==> src/rtl/fpcvt_pkg.sv <==
// Shared widths and constants for the linear-to-float sample converter.
// The optional rounding stage is enabled by defining FPCVT_ROUND_EN.
package fpcvt_pkg;

  localparam int D_W   = 13;
  localparam int MAG_W = 12;
  localparam int E_W   = 3;
  localparam int F_W   = 5;
  localparam int P_W   = 4;

  localparam logic [E_W-1:0] E_MAX   = 3'd7;
  localparam logic [F_W-1:0] F_MAX   = 5'b11111;
  localparam logic [F_W-1:0] F_CARRY = 5'b10000;

  typedef struct packed {
    logic           s;
    logic [E_W-1:0] e;
    logic [F_W-1:0] f;
  } fp_code_t;

endpackage

==> src/rtl/fpcvt_if.sv <==
// Sample/code bundle between the linear sample path and the compressed path.
interface fpcvt_if;
  import fpcvt_pkg::*;

  logic [D_W-1:0] D;
  logic           S;
  logic [E_W-1:0] E;
  logic [F_W-1:0] F;

  modport master (output D, input S, E, F);
  modport slave  (input D, output S, E, F);

endinterface

==> src/rtl/fpcvt_lead_one.sv <==
// Priority encoder: position of the most significant set bit of the magnitude.
module fpcvt_lead_one
  import fpcvt_pkg::*;
(
  input  logic [MAG_W-1:0] mag_i,
  output logic [P_W-1:0]   pos_o,
  output logic             valid_o
);

  // Scanning upward lets the highest set bit overwrite lower ones.
  always_comb begin
    pos_o   = '0;
    valid_o = 1'b0;
    for (int i = 0; i < MAG_W; i++) begin
      if (mag_i[i]) begin
        pos_o   = P_W'(i);
        valid_o = 1'b1;
      end
    end
  end

endmodule

==> src/rtl/fpcvt.sv <==
// 13-bit two's-complement sample to 9-bit {S,E,F} float code, one-cycle latency.
// Define FPCVT_ROUND_EN for round-half-up; otherwise the significand is truncated.
module fpcvt
  import fpcvt_pkg::*;
(
  input  logic    clk,
  input  logic    rst_n,
  fpcvt_if.slave  bus
);

  logic             sign_d;
  logic [MAG_W-1:0] low_d;
  logic [MAG_W-1:0] mag_d;
  logic [P_W-1:0]   pos_d;
  logic             nonzero_d;
  fp_code_t         code_d;
  fp_code_t         code_q;

  assign sign_d = bus.D[D_W-1];
  assign low_d  = bus.D[MAG_W-1:0];

  // -4096 has no 12-bit magnitude, so it clamps to the largest one.
  always_comb begin
    if (!sign_d) begin
      mag_d = low_d;
    end else if (low_d == '0) begin
      mag_d = '1;
    end else begin
      mag_d = ~low_d + 1'b1;
    end
  end

  fpcvt_lead_one u_lead_one (
    .mag_i   (mag_d),
    .pos_o   (pos_d),
    .valid_o (nonzero_d)
  );

  always_comb begin
    code_d.s = sign_d;
    code_d.e = '0;
    code_d.f = mag_d[F_W-1:0];
    if (nonzero_d && (pos_d > 4'd4)) begin
      code_d.e = E_W'(pos_d - 4'd4);
      code_d.f = mag_d[pos_d -: F_W];
`ifdef FPCVT_ROUND_EN
      // A carry out of the significand bumps the exponent; at the top it clamps.
      if (mag_d[pos_d - 4'd5]) begin
        if (code_d.f != F_MAX) begin
          code_d.f = code_d.f + 1'b1;
        end else if (code_d.e != E_MAX) begin
          code_d.e = code_d.e + 1'b1;
          code_d.f = F_CARRY;
        end else begin
          code_d.f = F_MAX;
        end
      end
`endif
    end
  end

  always_ff @(posedge clk or negedge rst_n) begin
    if (!rst_n) begin
      code_q <= '0;
    end else begin
      code_q <= code_d;
    end
  end

  assign bus.S = code_q.s;
  assign bus.E = code_q.e;
  assign bus.F = code_q.f;

endmodule

==> src/flat_wrapper.sv <==
// flat-port wrapper written by rule: the top's interface ports become plain ports
module fpcvt_flat import fpcvt_pkg::*;
  (clk, rst_n, bus_D, bus_S, bus_E, bus_F);
  fpcvt_if bus_i ();
  input  logic clk;
  input  logic rst_n;
  input wire logic [$bits(bus_i.D)-1:0] bus_D;
  output wire logic [$bits(bus_i.S)-1:0] bus_S;
  output wire logic [$bits(bus_i.E)-1:0] bus_E;
  output wire logic [$bits(bus_i.F)-1:0] bus_F;
  assign bus_i.D = bus_D;
  assign bus_S = bus_i.S;
  assign bus_E = bus_i.E;
  assign bus_F = bus_i.F;
  fpcvt u_core (.clk(clk), .rst_n(rst_n), .bus(bus_i));
endmodule
==> config.mk <==
export PLATFORM = sky130hd
export DESIGN_NAME = fpcvt_flat
export DESIGN_NICKNAME = d
export VERILOG_FILES = /design/src/rtl/fpcvt_pkg.sv /design/src/rtl/fpcvt_if.sv /design/src/rtl/fpcvt_lead_one.sv /design/src/rtl/fpcvt.sv /design/src/flat_wrapper.sv
export SDC_FILE = /design/constraint.sdc
export NUM_CORES = 1
export LEC_CHECK = 0
export CAP_MARGIN = 0
export CORE_MARGIN = 4
export CORE_UTILIZATION = 45
export DETAILED_ROUTE_END_ITERATION = 8
export GPL_ROUTABILITY_DRIVEN = 1
export PLACE_DENSITY = 0.72
export SLEW_MARGIN = 20
export SYNTH_ARGS = -nofsm -noshare
export SYNTH_HDL_FRONTEND = slang
export SYNTH_SLANG_ARGS = --single-unit
==> constraint.sdc <==
create_clock -name clk -period 1.64 [get_ports clk]
set_clock_uncertainty 0.15 [all_clocks]
set_input_delay 0.328 -clock clk [delete_from_list [all_inputs] [get_ports clk]]
set_output_delay 0.328 -clock clk [all_outputs]
set_load 0.005 [all_outputs]
==> flow_summary.toml <==
[outcome]
outcome = "complete, but fails checks"
violations = "negative setup slack"

[placement]
dp_hpwl_um = 3950
globalplace.congestion = 0.962
portBuffers = 23
dp.cells = 277
preCtsSetupSlack_ns = -2.19
placed_area_sq_mm = 0.00211

[clock_tree]
cts-hold-fix-buffers = 0
cts_tree = "built"
cts_buffers = 3
clockRootBuffer = "clkbuf_4"
cts_max_level = 1
cts_sinks = 9
path_clk_slew_ns = 0.06
clockBufferDepth = 2

[die]
core_sq_mm = 0.00278
die_h_um = 62.1
start_util_pct = 47.3
die_area_sq_mm = 0.00385
rows = 19
io-pin-count = 24
die_w_um = 62.1

[grt]
grt-ovfl-total = 0
grt_pass1_wl_um = 9620
grt_start_max_net_pins = 22
antenna_found_initial = 0
grt_pass1_vias = 1999
track_usage_pct = 34.2

[synthesis]
async_reset_ff_share_pct = 100
syn_avg_cell_area_sq_um = 8.12
yosysUniqueCellTypes = 59
synth_edf_count = 0
ys.flop_type = "dfrtp_1"
synth_nets = 178
yosysSeqAreaShare_pct = 17.1
synthCells = 162
synth_area_sq_mm = 0.00132
synth_seq_cells = 9
ys_warn_count = 0

[layout]
postLayoutCoreUtil_pct = 92.7
final_cells = 306
layout_commonest_cell = "buf_4"
nets = 292
drive_gt1_share_pct = 53.8
most-common-layout-cells = "buf_4 (81), nor2_1 (14), nand2_1 (14)"
final_area_sq_mm = 0.00258
diodes = 0
area_delta_synth_final_pct = 96.1

[timing]
clock.fmax_ghz = 0.324
setup_viol = 8
drv_slew = 0
hold_slack_ns = 0.185
fin_crit_sh_pct = 188
setup_ws_ns = -1.45
tns_ns = -9.23
post-route-min-period_ns = 3.09
relSlewSlack_pct = 62.6
hold_viol_final = 0
rsz0062_at_grt = "yes"
worst_slew_pin_slew_ns = 0.561

[routing]
ant_nets = 0
detail_route.first_pass.iterations = 5
post_drt_wl_per_cell_um = 26.3
wl_um = 8050
via_per_inst = 7.38
drtIter0Drc = 337
routed-via-count = 2259
drc_errors = 0

[worst_hold_path]
hold_path.class = "input pin to asynchronous set/reset pin"

[power]
vdd.ir_drop.worst_mv = 0.694
p_per_area_mw_per_mm2 = 477
p_leak_nw = 1.15
p_total_mw = 1.23

[job]
maxCapViolations = 0

[setup_path]
critPathRequiredTime_ns = 1.67
worstPathMaxFanout = 5
cp.arrival_ns = 3.13
cp-end-kind = "register"
endpoint = "u_core.bus.F[1]$_DFF_PN0_"
critPathLaunch = "bus_D[10]"
crit_type = "input pin to register"
start_kind = "input pin"
## area by class of cell
class	count	area, sq um
tap	31	38.8
inverter	6	45.0
sequential	9	225
timing repair buffer	116	1000
multi-input combinational	140	1240
clock buffer	4	26.3
fill	104	203
## metal layers
layer / up-vias / global-route usage (%) / wire (um)
li1: 871 / - / -
met1: 1019 / 40.2 / 2640
met2: 268 / 56.4 / 3560
met3: 101 / 5.37 / 1110
met4: 0 / 23.6 / 731
met5: - / 0 / 0
## power breakdown
group	internal, mW	switching, mW
registers	0.245	0.00712
clock network	0.0945	0.0893
logic	0.387	0.408
## state kept, by name (all words and copies together) (netlist names)
signal	count
u_core.bus.E	3
u_core.bus.F	5
u_core.bus.S	1
## synthesized netlist by cell type (all sizes together), types with 2 or more instances
cell type | n | area share (%)
a211o | 4 | 2.7
nand2b | 4 | 1.9
or2 | 3 | 1.4
nand2 | 15 | 4.3
o31ai | 3 | 1.7
a311oi | 2 | 1.3
nand3 | 3 | 1.1
a31oi | 2 | 0.95
o221a | 2 | 3.0
nand3b | 2 | 1.1
nor3 | 6 | 2.3
o21ai | 12 | 4.6
o22ai | 2 | 0.95
or4 | 3 | 2.3
nor4 | 5 | 4.0
buf | 4 | 2.4
inv | 6 | 1.7
dfrtp | 9 | 17
nor3b | 3 | 1.7
clkbuf | 3 | 0.86
a211oi | 3 | 1.7
nor2 | 16 | 4.6
o41ai | 2 | 4.2
o221ai | 3 | 2.0
xnor2 | 2 | 1.3
a21oi | 10 | 3.8
o311ai | 2 | 1.3
a2bb2oi | 2 | 1.3
and2 | 2 | 0.95
mux2 | 2 | 2.0
o211ai | 2 | 2.2
mux2i | 4 | 3.0
or3 | 3 | 1.4
## kinds of logic after synthesis
family	Yosys count	share of synthesized area (%)
muxes	6	5.04
AOI/OAI and AO/OA	62	40.4
adders and majority gates	1	0.951
and+or+nand+nor	68	28.9
buffers and inverters	13	4.95
xor gates and xnor gates	3	2.57
DFF	9	17.1
## critical path, stage by stage
cell             delay, ns
clkdlybuf4s50_1       0.58
or3_1                 0.22
nor4_4                0.04
buf_4                 0.16
or3_1                 0.42
a211o_4               0.41
nor3b_2               0.18
nor3_1                0.27
o221ai_1              0.25
o31ai_1               0.25
## how the worst min path moves through the flow
| stage | startpoint | end | slack (ns) | depth (start not counted) |
|---|---|---|---|---|
| 2_1_floorplan | rst_n | u_core.bus.E[0]$_DFF_PN0_ | -0.12 | 0 |
| 3_3_place_gp | rst_n | u_core.bus.E[1]$_DFF_PN0_ | 0.48 | 1 |
| 3_5_place_dp | rst_n | u_core.bus.S$_DFF_PN0_ | 0.49 | 1 |
| 4_1_cts | rst_n | u_core.bus.E[0]$_DFF_PN0_ | 0.21 | 1 |
| 5_1_grt | rst_n | u_core.bus.E[1]$_DFF_PN0_ | 0.22 | 1 |
| 6_report | rst_n | u_core.bus.E[1]$_DFF_PN0_ | 0.19 | 1 |
## timing repair
action / in CTS / in global routing
endpoints found under the setup margin: 8 / 8
pin swaps: 15 / 18
gates resized for setup: 54 / 29
buffers inserted: 18 / 9
Note: power is estimated with default switching activity, not from simulation.
